[config.mk]
export PLATFORM = sky130hd
export DESIGN_NAME = store_buffer
export DESIGN_NICKNAME = d
export VERILOG_FILES = /design/src/rtl/store_buffer.sv
export SDC_FILE = /design/constraint.sdc
export NUM_CORES = 1
export LEC_CHECK = 0
export BUFFER_PORTS_ARGS = -buffer_cell sky130_fd_sc_hd__buf_2
export CELL_PAD_IN_SITES_DETAIL_PLACEMENT = 1
export CELL_PAD_IN_SITES_GLOBAL_PLACEMENT = 1
export CORE_ASPECT_RATIO = 1.2
export CORE_UTILIZATION = 43
export DETAILED_ROUTE_END_ITERATION = 8
export GPL_TIMING_DRIVEN = 0
export PLACE_DENSITY = 0.79
export SLEW_MARGIN = 20
export SYNTH_ARGS = -nofsm -noshare
export SYNTH_HDL_FRONTEND = slang
export SYNTH_SLANG_ARGS = --single-unit
export TNS_END_PERCENT = 20
[constraint.sdc]
create_clock -name clk -period 3.55 [get_ports clk]
set_clock_uncertainty 0.2 [all_clocks]
set_input_delay 0.1775 -clock clk [delete_from_list [all_inputs] [get_ports clk]]
set_output_delay 0.1775 -clock clk [all_outputs]
set_load 0.01 [all_outputs]
[src/rtl/store_buffer.sv]
// Store buffer between the CPU and a read-modify-write data memory.
// Define STORE_BUFFER_FWD_EN to forward word-matching loads from a pending sw.
module store_buffer #(
  parameter int DEPTH = 4
) (
  input  logic        clk,
  input  logic        rst,
  input  logic        req_valid,
  output logic        req_ready,
  input  logic        req_we,
  input  logic [31:0] req_addr,
  input  logic [31:0] req_wdata,
  input  logic [2:0]  req_memop,
  output logic        resp_valid,
  output logic [31:0] resp_rdata,
  output logic        misalign,
  output logic [31:0] mem_addr,
  output logic [31:0] mem_wdata,
  output logic [2:0]  mem_memop,
  output logic        mem_we,
  input  logic [31:0] mem_rdata,
  output logic        empty
);

  localparam int PW = $clog2(DEPTH);
  localparam int CW = $clog2(DEPTH) + 1;

  typedef enum logic [1:0] {IDLE, LOAD_WAIT, DRAIN_RD, DRAIN_WR} state_t;

  state_t          state_q, state_d;
  logic [PW-1:0]   head_q, head_d, tail_q, tail_d;
  logic [CW-1:0]   count_q, count_d;
  logic            resp_valid_q, resp_valid_d;
  logic            misalign_q, misalign_d;
  logic [31:0]     resp_rdata_q, resp_rdata_d;

  logic [31:0]     addr_q  [DEPTH];
  logic [31:0]     wdata_q [DEPTH];
  logic [2:0]      op_q    [DEPTH];

  logic            full, misal, match_any, fwd_hit, load_block;
  logic            ready_raw, accept, push, pop, ld_issue, drain_start;
  logic [PW-1:0]   idx;
`ifdef STORE_BUFFER_FWD_EN
  logic            young_sw;
  logic [31:0]     young_data;
  logic [31:0]     fwd_data;

  function automatic logic [31:0] extract(input logic [31:0] w, input logic [1:0] a,
                                          input logic [2:0] op);
    logic [7:0]  b;
    logic [15:0] h;
    b = w[{a, 3'b000} +: 8];
    h = a[1] ? w[31:16] : w[15:0];
    case (op)
      3'b000:  extract = {{24{b[7]}}, b};
      3'b100:  extract = {24'b0, b};
      3'b001:  extract = {{16{h[15]}}, h};
      3'b101:  extract = {16'b0, h};
      default: extract = w;
    endcase
  endfunction
`endif

  assign full = (count_q == CW'(DEPTH));

  always_comb begin
    misal = 1'b0;
    case (req_memop)
      3'b001, 3'b101: misal = req_addr[0];
      3'b010:         misal = |req_addr[1:0];
      default:        misal = 1'b0;
    endcase
  end

  // Scan oldest to youngest so the last hit is the youngest matching entry.
  always_comb begin
    match_any = 1'b0;
    idx       = '0;
`ifdef STORE_BUFFER_FWD_EN
    young_sw   = 1'b0;
    young_data = '0;
`endif
    for (int k = 0; k < DEPTH; k++) begin
      idx = head_q + PW'(k);
      if ((CW'(k) < count_q) && (addr_q[idx][31:2] == req_addr[31:2])) begin
        match_any = 1'b1;
`ifdef STORE_BUFFER_FWD_EN
        young_sw   = (op_q[idx] == 3'b010);
        young_data = wdata_q[idx];
`endif
      end
    end
  end

`ifdef STORE_BUFFER_FWD_EN
  assign fwd_hit  = match_any & young_sw;
  assign fwd_data = extract(young_data, req_addr[1:0], req_memop);
`else
  assign fwd_hit  = 1'b0;
`endif
  assign load_block = match_any & ~fwd_hit;

  // Loads are only taken in IDLE; stores may also slip in while draining.
  always_comb begin
    ready_raw = 1'b0;
    case (state_q)
      IDLE:               ready_raw = req_we ? ~full : (misal | ~load_block);
      DRAIN_RD, DRAIN_WR: ready_raw = req_we & ~full;
      default:            ready_raw = 1'b0;
    endcase
  end

  assign req_ready   = ready_raw & ~rst;
  assign accept      = req_valid & req_ready;
  assign push        = accept & req_we & ~misal;
  assign ld_issue    = accept & ~req_we & ~misal & ~fwd_hit;
  assign pop         = (state_q == DRAIN_WR);
  assign drain_start = (state_q == IDLE) && (count_q != '0) && !accept;

  always_comb begin
    state_d   = state_q;
    mem_addr  = '0;
    mem_wdata = '0;
    mem_memop = '0;
    mem_we    = 1'b0;
    case (state_q)
      IDLE: begin
        if (ld_issue) begin
          state_d   = LOAD_WAIT;
          mem_addr  = req_addr;
          mem_memop = req_memop;
        end else if (drain_start) begin
          state_d = DRAIN_RD;
        end
      end
      LOAD_WAIT: state_d = IDLE;
      DRAIN_RD, DRAIN_WR: begin
        state_d   = (state_q == DRAIN_RD) ? DRAIN_WR : IDLE;
        mem_we    = 1'b1;
        mem_addr  = addr_q[head_q];
        mem_wdata = wdata_q[head_q];
        mem_memop = op_q[head_q];
      end
      default: state_d = IDLE;
    endcase
  end

  always_comb begin
    head_d       = pop ? head_q + PW'(1) : head_q;
    tail_d       = push ? tail_q + PW'(1) : tail_q;
    count_d      = count_q;
    if (push && !pop) count_d = count_q + CW'(1);
    if (pop && !push) count_d = count_q - CW'(1);
    resp_valid_d = accept;
    misalign_d   = accept & misal;
    resp_rdata_d = '0;
`ifdef STORE_BUFFER_FWD_EN
    if (accept && !req_we && !misal && fwd_hit) resp_rdata_d = fwd_data;
`endif
  end

  always_ff @(posedge clk or posedge rst) begin
    if (rst) begin
      state_q      <= IDLE;
      head_q       <= '0;
      tail_q       <= '0;
      count_q      <= '0;
      resp_valid_q <= 1'b0;
      misalign_q   <= 1'b0;
      resp_rdata_q <= '0;
    end else begin
      state_q      <= state_d;
      head_q       <= head_d;
      tail_q       <= tail_d;
      count_q      <= count_d;
      resp_valid_q <= resp_valid_d;
      misalign_q   <= misalign_d;
      resp_rdata_q <= resp_rdata_d;
    end
  end

  // Entry payload needs no reset: the pointers and count define what is live.
  always_ff @(posedge clk) begin
    if (push) begin
      addr_q[tail_q]  <= req_addr;
      wdata_q[tail_q] <= req_wdata;
      op_q[tail_q]    <= req_memop;
    end
  end

  assign resp_valid = resp_valid_q;
  assign misalign   = misalign_q;
  assign resp_rdata = (state_q == LOAD_WAIT) ? mem_rdata : resp_rdata_q;
  assign empty      = (count_q == '0) && (state_q != DRAIN_RD) && (state_q != DRAIN_WR);

endmodule

# After elaboration in Yosys (flattened, before gate mapping)
# Memories as Yosys holds them, arrays and structs flattened.
# Cells that the tools add are included.
# totals
reg_bits	11
mem_bits_rw	268
in_bits	103
out_inout_bits	104
n_memories	3
# classes
n_addsub	6
order_cmp	4
eq_ne	14
mux	22
bitwise	14
reduce_logical	20
# memory_table
name	depth	word_bits	rd	rd_clocked_by_memory_dff	write_ports	line_no	source
addr_q	4	32	4	0	1	37	logic [31:0] addr_q [DEPTH];
wdata_q	4	32	1	0	1	38	logic [31:0] wdata_q [DEPTH];
op_q	4	3	1	0	1	39	logic [2:0] op_q [DEPTH];
# ops
cell	count
$eq 30x30->1	4
$mux 32	3
$pmux 32 s2	1
$logic_and 1x1->1	10
$mux 3	3
$and 1x1->1	8
$mux 1	8
$eq 3x3->1 const B	2
$lt 1x3->1 const A	2
$lt 2x3->1 const A	2
$mux 2	3
$pmux 2 s3	1
$pmux 3 s2	1
$reduce_or 2->1	3
$not 1->1	5
$add 2x1->2 const B	2
$add 2x2->2 const B	2
$eq 2x2->1 const B	2
$ne 2x2->1 const B	2
$pmux 1 s2	2
$add 3x1->3 const B	1
$eq 3x1->1 const B	1
$eq 3x2->1 const B	1
$logic_not 1->1	3
8 further kinds	8

# Logic depth before layout (Yosys ltp)
# Gate-level depths: netlist (run 1).
# An unclocked memory read counts as a cell.
# logic_depth
ltp_word	18
mapped_depth	15
depth_no_buf	11

# Least setup slack after synthesis (run 1)
# No wires, ideal clock.
# synth_timing
path_kind	reg2reg
startpoint	register count_q[0]
endpoint	memory addr_q[0][0], enable pin
setup_time_ps	432
arrival_time_ps	2978
required_ps	2918
setup_slack_ps	-60
stages_incl_launch_ff	7
period_less_slack_ps	3610
path_cell_list	dfrtp_1 inv_1 ha_1 a21boi_0 o211ai_1 nor2_1 and2_1
# synth_via
elab_chain_cells	16
word_cells_on_any_way	25
classes_between	4 x order compare; 1 x eq/ne; 8 x mux; 8 x bitwise; 4 x reduce/logical
# synth_lines
element	line_no	source
from (decl)	32	logic [CW-1:0] count_q, count_d;
from (signal assigned)	176	count_q <= count_d;
$lt 1x3->1	86	if ((CW'(k) < count_q) && (addr_q[idx][31:2] == req_addr[31:2])) begin
$logic_and 1x1->1	86	
$mux 1 (4 in a row)	86	
$not 1->1	108	IDLE: ready_raw = req_we ? ~full : (misal | ~load_block);
$or 1x1->1	108	
$mux 1	108	
$pmux 1 s2 *	107	case (state_q)
$and 1x1->1 *	114	assign req_ready = ready_raw & ~rst;
$and 1x1->1 *	115	assign accept = req_valid & req_ready;
$and 1x1->1 * (2 in a row)	116	assign push = accept & req_we & ~misal;
$mux 1 *	185	if (push) begin
$mux 1 (implied by the code) *	186	addr_q[tail_q] <= req_addr;
to (decl)	37	
# Every way passes the cells marked *; elsewhere a longest branch is shown, timed or not.

# Worst setup path after layout (run 1)
# layout_timing
startpoint	register head_q[0]
endpoint	output req_ready
# layout_via
elab_chain_cells	12
word_cells_on_any_way	21
classes_between	3 x add/sub; 4 x eq/ne; 6 x mux; 3 x bitwise; 4 x reduce/logical; 1 x memory
# layout_lines
element	line_no	source
from (decl)	31	logic [PW-1:0] head_q, head_d, tail_q, tail_d;
from (signal assigned)	166	head_q <= '0;
from (signal assigned)	174	head_q <= head_d;
$add 2x1->2 / $mem_v2 4x32 (equally long branches)	-	
$mem_v2 4x32 *	-	
$eq 30x30->1 / $logic_and 1x1->1 (equally long branches)	86	
$logic_and 1x1->1 / $mux 1 (equally long branches)	86	
$mux 1 (2 in a row)	86	
$mux 1 *	86	
$not 1->1 *	108	
$or 1x1->1 *	108	
$mux 1 *	108	
$pmux 1 s2 *	107	
$and 1x1->1 *	114	
to (decl)	9	output logic req_ready,
# Marks and branches as above.

==> metrics.md, run 1 <==
| Metric | Value |
|---|---|
| Via count of the routed design | `12.0k` |
| Area share of the largest cell type after synthesis | `52.5%` |
| CP Class | `flip-flop to output port` |
| Type of origin of the critical path | `flip-flop` |
| Max Cap Viol | `0` |
| CP endpoint kind | `output port` |
| DR pass1 iterations | `5` |
| Crit path top cell by count | `buf_12` |
| Root buffer cell | `clkbuf_16` |
| CTS tree | `done` |
| Clock period minus worst slack | `4470 ps` |
| Setup-failing EPs final | `63` |
| Layout cells sized above 1 | `34.6%` |
| Slack of the critical path | `-923 ps` |
| Ranking of synthesized cells by area | `edfxtp_1 (53%), mux4_2 (9.1%), mux2i_1 (7.8%)` |
| Synth area leader | `edfxtp_1` |
| Hold Vio Cnt, Final | `11` |
| Reg2Reg Depth | `15` |
| Status | `complete, but fails checks` |
| Largest net degree at the start of global routing | `47` |
| Crit-path cells | `buf_12 > buf_16 > buf_12 > mux4_2 > xnor2_1 > nand4_1 > nor4_2 > nor3b_2 > a22oi_2 > o211ai_4 > buf_6 > buf_12 > buf_12 > a21oi_2 > buf_2` |
| Syn Std Cell Area | `15300 um2` |
| Placed insts | `1796` |
| Area added between synthesis and finish | `31.5%` |
| Critical R2R Launch | `head_q[0]$_DFFE_PP0P_` |
| Row count | `75` |
| Netlist cell types | `65` |
| Worst Hold Margin | `-10.2 ps` |
| Critical path endpoint | `req_ready` |
| Wire per inst | `31.3 um` |
| Core footprint | `35000 um2` |
| Ys flop type | `edfxtp_1` |
| Fmax achieved | `0.224 GHz` |
| Starting Density | `43.8%` |
| Maximum vdd drop | `0.518 mV` |
| Crit-path slowest cell | `mux4_2` |
| Leakage power total | `7.35 nW` |
| Ys async rst share | `3.94%` |
| DP Worst Slack | `-1260 ps` |
| Number of I/O pins | `207` |
| Clock latency on the worst-skew pair | `570 ps` |
| IO buf count | `206` |
| Die area | `36400 um2` |
| First-pass GRT wire length | `87.9 mm` |
| Max stage delay on crit path | `530 ps` |
| TNS Setup | `-34510 ps` |
| Commonest cells post-synth | `edfxtp_1 (268), mux2i_1 (119), xnor2_1 (81)` |
| Critical Path AT | `4100 ps` |
| Final critical-path share of the clock period | `126%` |
| Routed Wire Length | `61.1 mm` |
| GPL Wtd Cong | `0.999` |
| Htree depth | `1` |
| Failing checks | `negative hold slack, negative setup slack` |
| Initial antenna violation count | `1` |
| Hpwl dp | `41.3 mm` |
| CP required | `3170 ps` |
| Total grt overflow | `0` |
| Clock slew at reported path FFs | `70 ps` |
| Final net count | `1577` |
| Slew headroom | `41.6%` |
| Total CTS buffers | `29` |
| Share of the core filled with cells | `57.6%` |
| Register area share after synthesis | `54.3%` |
| Drt via density | `6.16` |
| Vias in the first global route | `12.9k` |
| Critical Path Start | `head_q[0]$_DFFE_PP0P_` |
| Flops & latches, synth | `279` |
| Non-Filler Instances | `1950` |
| GRT Total Usage | `33.4%` |
| Die Wd | `174 um` |
| Number of synthesized flops with an enable pin | `268` |
| DRT iter0 DRCs | `875` |
| Synthesized instance count | `1123` |
| Mean Syn Cell Area | `13.6 um2` |
| Final slew viol count | `0` |
| Syn nets | `1234` |
| Critical-path maximum fanout | `8` |
| Worst hold path class | `primary input to asynchronous set/reset pin` |
| Reg2Reg Setup Slack | `-250 ps` |
| DIE HEIGHT | `209 um` |
| Synthesis Warnings | `0` |
| Drt drc | `0` |
| Dominant cell by count in the synthesized netlist | `edfxtp_1` |
| Longest Clk Path Bufs | `3` |
| PwrDens | `764 nW/um2` |
| RSZ-0062 raised after global routing | `yes` |
| Pin slew with the least headroom to its limit | `876 ps` |
| ANT nets after route | `0` |
| CTS sink count | `279` |
| R2R Path End | `state_q[0]$_DFFE_PP0P_` |
## timing repair
action	4_1_cts	5_1_grt
endpoints found under the hold margin	284	0
hold buffers	70	0
pin swaps	22	26
endpoints found under the setup margin	72	71
resized for setup	203	67
gates cloned	4	0
buffers inserted	10	17
## worst min path at each step
stage               start                      to  slack (ps)  cells after the start
finish                rst    resp_valid$_DFF_PP0_         -10                      3
global route          rst   head_q[1]$_DFFE_PP0P_          50                      3
CTS                   rst    resp_valid$_DFF_PP0_           2                      3
detailed placement    rst    resp_valid$_DFF_PP0_          20                      2
global placement      rst    resp_valid$_DFF_PP0_          20                      2
floorplan             rst  count_q[0]$_DFFE_PP0P_        -170                      1
## kinds of logic after synthesis
| family | Yosys count | synth area share [%] |
|---|---|---|
| AOI/OAI and AO/OA | 153 | 6.91 |
| and+or+nand+nor | 260 | 9.04 |
| xor gates and xnor gates | 106 | 6.06 |
| adders and majority gates | 8 | 0.653 |
| muxes | 203 | 19.2 |
| buffers and inverters | 114 | 3.84 |
| DFF | 279 | 54.3 |
## registers in the layout, indices dropped and copies added (netlist names), 2 cells and up
signal and count:
addr_q 128, count_q 3, head_q 2, op_q 12, state_q 2, tail_q 2
wdata_q 128
## area by class of cell
type,count,area [um2]
antenna,1,2.50
multi-input combinational,730,7110
sequential,279,8320
inverter,16,63.8
fill,3425,14900
clock inverter,17,145
buffer,98,895
tap,462,578
clock buffer,35,748
timing repair buffer,312,2280
## where the power goes
part           internal (mW)  switching, mW
logic                   3.75           4.86
clock network           1.64           1.31
registers               3.74         0.0886
## critical path: cells and delay by family, from the launching register on
family | cells | cell delay (ps)
XOR/XNOR | 1 | 210
AND/OR/NAND/NOR | 3 | 960
flip-flops | 1 | 400
multiplexers | 1 | 530
AO/OA/AOI/OAI | 3 | 300
buffers and inverters | 7 | 1080
## layout by cell type (no fill, tap or decap), types with 12 or more instances in the layout
cell,instances
buf_12,21
nand3_1,14
buf_2,199
clkbuf_1,51
dlygate4sd3_1,70
nand2_1,74
o21ai_0,20
a21oi_1,19
mux2i_2,20
clkbuf_16,31
inv_1,15
mux2_2,14
o21ai_2,18
xnor2_2,12
and2_1,68
nor2_1,17
xor2_1,24
mux2i_4,13
edfxtp_1,268
xnor2_1,68
buf_4,17
mux4_2,64
buf_6,26
mux2i_1,86
nand4_1,44
## per-stage QoR
stage	hold slack, ps	power, mW	area (um2)
global placement	17.9	10.8	16900
CTS	2.12	14.8	19700
detailed placement	18.4	10.9	17100
floorplan	-170	8.26	15300
global route	50.2	15.9	20100
finish	-10.2	15.4	20200
## routing by layer
metal	share of wire, %	global-route usage, %	vias to the layer above
li1	-	-	5043
met5	0.021	0	-
met2	50	57.1	595
met3	7.2	5.62	174
met1	38	40.8	6199
met4	5.6	16.2	2
Power figures use the tool's default switching activity.
==> run 2: changes to the inputs <==
ABC_AREA = 1   (was not set)
CORE_UTILIZATION = 39   (was 43)
PLACE_DENSITY = 0.8   (was 0.79)
==> run 2 against run 1 <==
Against the previous run:
- the run ends with negative setup slack left
- setup slack better by 360 ps
- non-clock buffer count is 20 higher
- sequential cell count stayed put
- sequential share of layout area fell by 2.3 points
- via count increased by 40%
- largest power group unchanged
==> metrics.md, run 2 <==
| Metric | Value |
|---|---|
| Slew headroom | `21.8% (-20 points)` |
| DR pass1 iterations | `8 (+3)` |
| Largest registers | `addr_q x128, wdata_q x128, op_q x12` |
| Clock period minus worst slack | `4120 ps (-358 ps)` |
| IO buf count | `206 (unchanged)` |
| Design Area, Final | `21400 um2 (+6.0%)` |
| Maximum vdd drop | `0.574 mV (+11%)` |
| Filler cell count | `4679 (+37%)` |
| Vias in the first global route | `17.5k (+37%)` |
| Max Cap Viol | `0 (unchanged)` |
| Pin slew with the least headroom to its limit | `1170 ps (+298 ps)` |
| Critical Path AT | `3740 ps (-360 ps)` |
| Area of the multi-input gates | `7230 um2 (+1.6%)` |
| DRT iter0 DRCs | `1511 (+73%)` |
| Reg2Reg Setup Slack | `-280 ps (-30 ps)` |
| Leakage power total | `9.52 nW (+29%)` |
| Critical-path maximum fanout | `10 (+2)` |
| Drt via density | `5.79 (-5.9%)` |
| CP top delay family | `simple AND/OR/NAND/NOR gates` |
| Crit-path cells | `buf_8 > buf_12 > buf_8 > nand2_1 > nand2_1 > nand2_1 > nand2_1 > nand2_1 > nand2_1 > nor2_1 > nand2_1 > nor2_1 > nand2_1 > nor2_1 > nor2_1 > nand2_2 > nand2_2 > nand2_4 > nand2_4 > nand4_4 > buf_6 > clkbuf_16 > o21ai_4 > buf_6` |
| Max stage delay on crit path | `380 ps (-150 ps)` |
| Dominant cell by count in the synthesized netlist | `nand2_1` |
| Syn nets | `2083 (+69%)` |
| CTS tree | `done` |
| Area added between synthesis and finish | `36.3%` |
| Syn Std Cell Area | `15700 um2 (+2.3%)` |
| Hold EP | `wdata_q[3][29]$_DFFE_PP_` |
| Total Power | `18.9 mW (+23%)` |
| Synthesis Warnings | `0 (unchanged)` |
| Area share of the largest cell type after synthesis | `51.3% (-1.2 points)` |
| Die Wd | `185 um (+6.1%)` |
| Worst Hold Margin | `159 ps (+169 ps)` |
| Row count | `80 (+6.7%)` |
| Longest Clk Path Bufs | `3 (unchanged)` |
| Register area share after synthesis | `53.1% (-1.2 points)` |
| Final critical-path share of the clock period | `116% (-10 points)` |
| R2R Path End | `count_q[2]$_DFFE_PP0P_` |
| Hpwl dp | `46.3 mm (+12%)` |
| ANT nets after route | `0 (unchanged)` |
| Synthesized instance count | `1972 (+76%)` |
| Clock slew at reported path FFs | `70 ps (about the same)` |
| Die area | `41000 um2 (+13%)` |
| Root buffer cell | `clkbuf_16` |
| Htree depth | `1 (unchanged)` |
| Number of I/O pins | `207 (unchanged)` |
| Largest net degree at the start of global routing | `24 (-49%)` |
| Core footprint | `39700 um2 (+14%)` |
| First-pass GRT wire length | `106 mm (+21%)` |
| Routed Wire Length | `75.0 mm (+23%)` |
| CTS sink count | `279 (unchanged)` |
| TNS Setup | `-59330 ps (-24820 ps)` |
| Mean Syn Cell Area | `7.95 um2 (-42%)` |
| Netlist cell types | `30 (-54%)` |
| Slack of the critical path | `-565 ps (+358 ps)` |
| Crit-path slowest cell | `dfrtp_1` |
| Clock latency on the worst-skew pair | `600 ps (+30 ps)` |
| Wire per inst | `25.9 um (-17%)` |
| Share of the core filled with cells | `53.8% (-3.8 points)` |
| Ys flop type | `edfxtp_1` |
| Reg2Reg Depth | `28 (+13)` |
| Final slew viol count | `0 (unchanged)` |
| Synth area leader | `edfxtp_1` |
| Setup-failing EPs final | `300 (+380%)` |
| Total grt overflow | `0 (unchanged)` |
| Worst hold path class | `primary input to flip-flop` |
| Critical R2R Launch | `head_q[0]$_DFFE_PP0P_` |
| Flops & latches, synth | `279 (unchanged)` |
| Most common cell after layout, fill and taps aside | `nand2_1` |
| CP required | `3170 ps (about the same)` |
| Hold_sp | `req_wdata[29]` |
| Critical path buffers and inverters | `6 (-1)` |
| Final net count | `2453 (+56%)` |
| Crit path top cell by count | `nand2_1` |
| GPL Wtd Cong | `0.983 (-1.7%)` |
| DIE HEIGHT | `222 um (+6.1%)` |
| Total CTS buffers | `29 (unchanged)` |
| Ranking of synthesized cells by area | `edfxtp_1 (51%), nand2_1 (20%), nand3_1 (11%)` |
| Ys async rst share | `3.94% (unchanged)` |
| Most frequent cells in the layout | `nand2_1 (764), nand3_1 (289), edfxtp_1 (268), buf_2 (203), inv_1 (121)` |
| CP Class | `flip-flop to output port` |
| Area after DPL | `18000 um2 (+5.7%)` |
| RSZ-0062 raised after global routing | `yes` |
| PwrDens | `883 nW/um2 (+16%)` |
| CP endpoint kind | `output port` |
| Status | `complete, but fails checks` |
| Type of origin of the critical path | `flip-flop` |
| Layout cells sized above 1 | `24.4% (-10 points)` |
| Via count of the routed design | `16.8k (+40%)` |
| Register area | `8320 um2 (about the same)` |
| Hold Path Stages | `2` |
| Commonest cells post-synth | `nand2_1 (843), nand3_1 (338), edfxtp_1 (268)` |
| Initial antenna violation count | `2 (+1)` |
| Fmax achieved | `0.243 GHz (+8.7%)` |
| Starting Density | `39.4% (-4.3 points)` |
| GRT Total Usage | `35.3% (+2.0 points)` |
| Hold Vio Cnt, Final | `0 (-11)` |
| Number of synthesized flops with an enable pin | `268 (unchanged)` |
| Failing checks | `negative setup slack` |
| Drt drc | `0 (unchanged)` |
run 2: power breakdown:
| group | switching [mW] | internal, mW |
|---|---|---|
| registers | 0.108 | 3.75 |
| clock network | 1.45 | 1.66 |
| logic | 8.01 | 3.88 |
run 2: through the flow:
step / setup WS [ps] / instances
after floorplan: -271 / 1972
after global placement: -2360 / 2711
after detailed placement: -1330 / 2726
after CTS: -450 / 2887
after global routing: -716 / 2899
final: -565 / 2899
run 2: kinds of logic after synthesis:
| family | count (synthesis) | share of synthesized area [%] |
|---|---|---|
| and+or+nand+nor | 1322 | 34.6 |
| DFF | 279 | 53.1 |
| buffers and inverters | 218 | 5.96 |
| AOI/OAI and AO/OA | 141 | 5.44 |
| xor gates and xnor gates | 4 | 0.224 |
| adders and majority gates | 8 | 0.639 |
run 2: timing repair:
action,in CTS,in global routing
hold buffers,72,0
resized for setup,107,208
cloned,4,5
endpoints found under the setup margin,323,340
setup buffers,32,6
pin swaps,7,46
hold endpoints to repair,284,0
run 2: worst max-delay path by stage:
stage                           from                      end  slack (ps)  cells past startpoint
2_1_floorplan  head_q[0]$_DFFE_PP0P_   addr_q[0][0]$_DFFE_PP_        -270                     22
3_3_place_gp   head_q[1]$_DFFE_PP0P_   addr_q[0][9]$_DFFE_PP_       -2360                     18
3_5_place_dp   head_q[1]$_DFFE_PP0P_  addr_q[1][12]$_DFFE_PP_       -1330                     20
4_1_cts        head_q[0]$_DFFE_PP0P_             mem_addr[22]        -450                     23
5_1_grt        head_q[0]$_DFFE_PP0P_             mem_addr[15]        -720                     25
6_report       head_q[0]$_DFFE_PP0P_             mem_addr[27]        -570                     24
run 2: layout make-up:
class                           count  area share (%)
Inverter                          126            2.28
Timing Repair inverter              1          0.0410
Clock inverter                     23           0.972
Buffer                             91            4.39
Sequential cell                   279            39.0
Multi-Input combinational cell   1475            33.8
Timing Repair Buffer              339            12.9
Tap cell                          533            3.12
Clock buffer                       30            3.42
Antenna cell                        2          0.0234
run 2: routing by layer:
metal | track usage, % | share of wire (%) | wire (um) | up-vias
met4 | 22.5 | 7.2 | 5370 | 0
met5 | 0 | 0 | 0 | -
li1 | - | - | - | 7358
met1 | 40.8 | 36 | 26700 | 8234
met3 | 6.85 | 8.8 | 6610 | 299
met2 | 59.5 | 48 | 36300 | 906
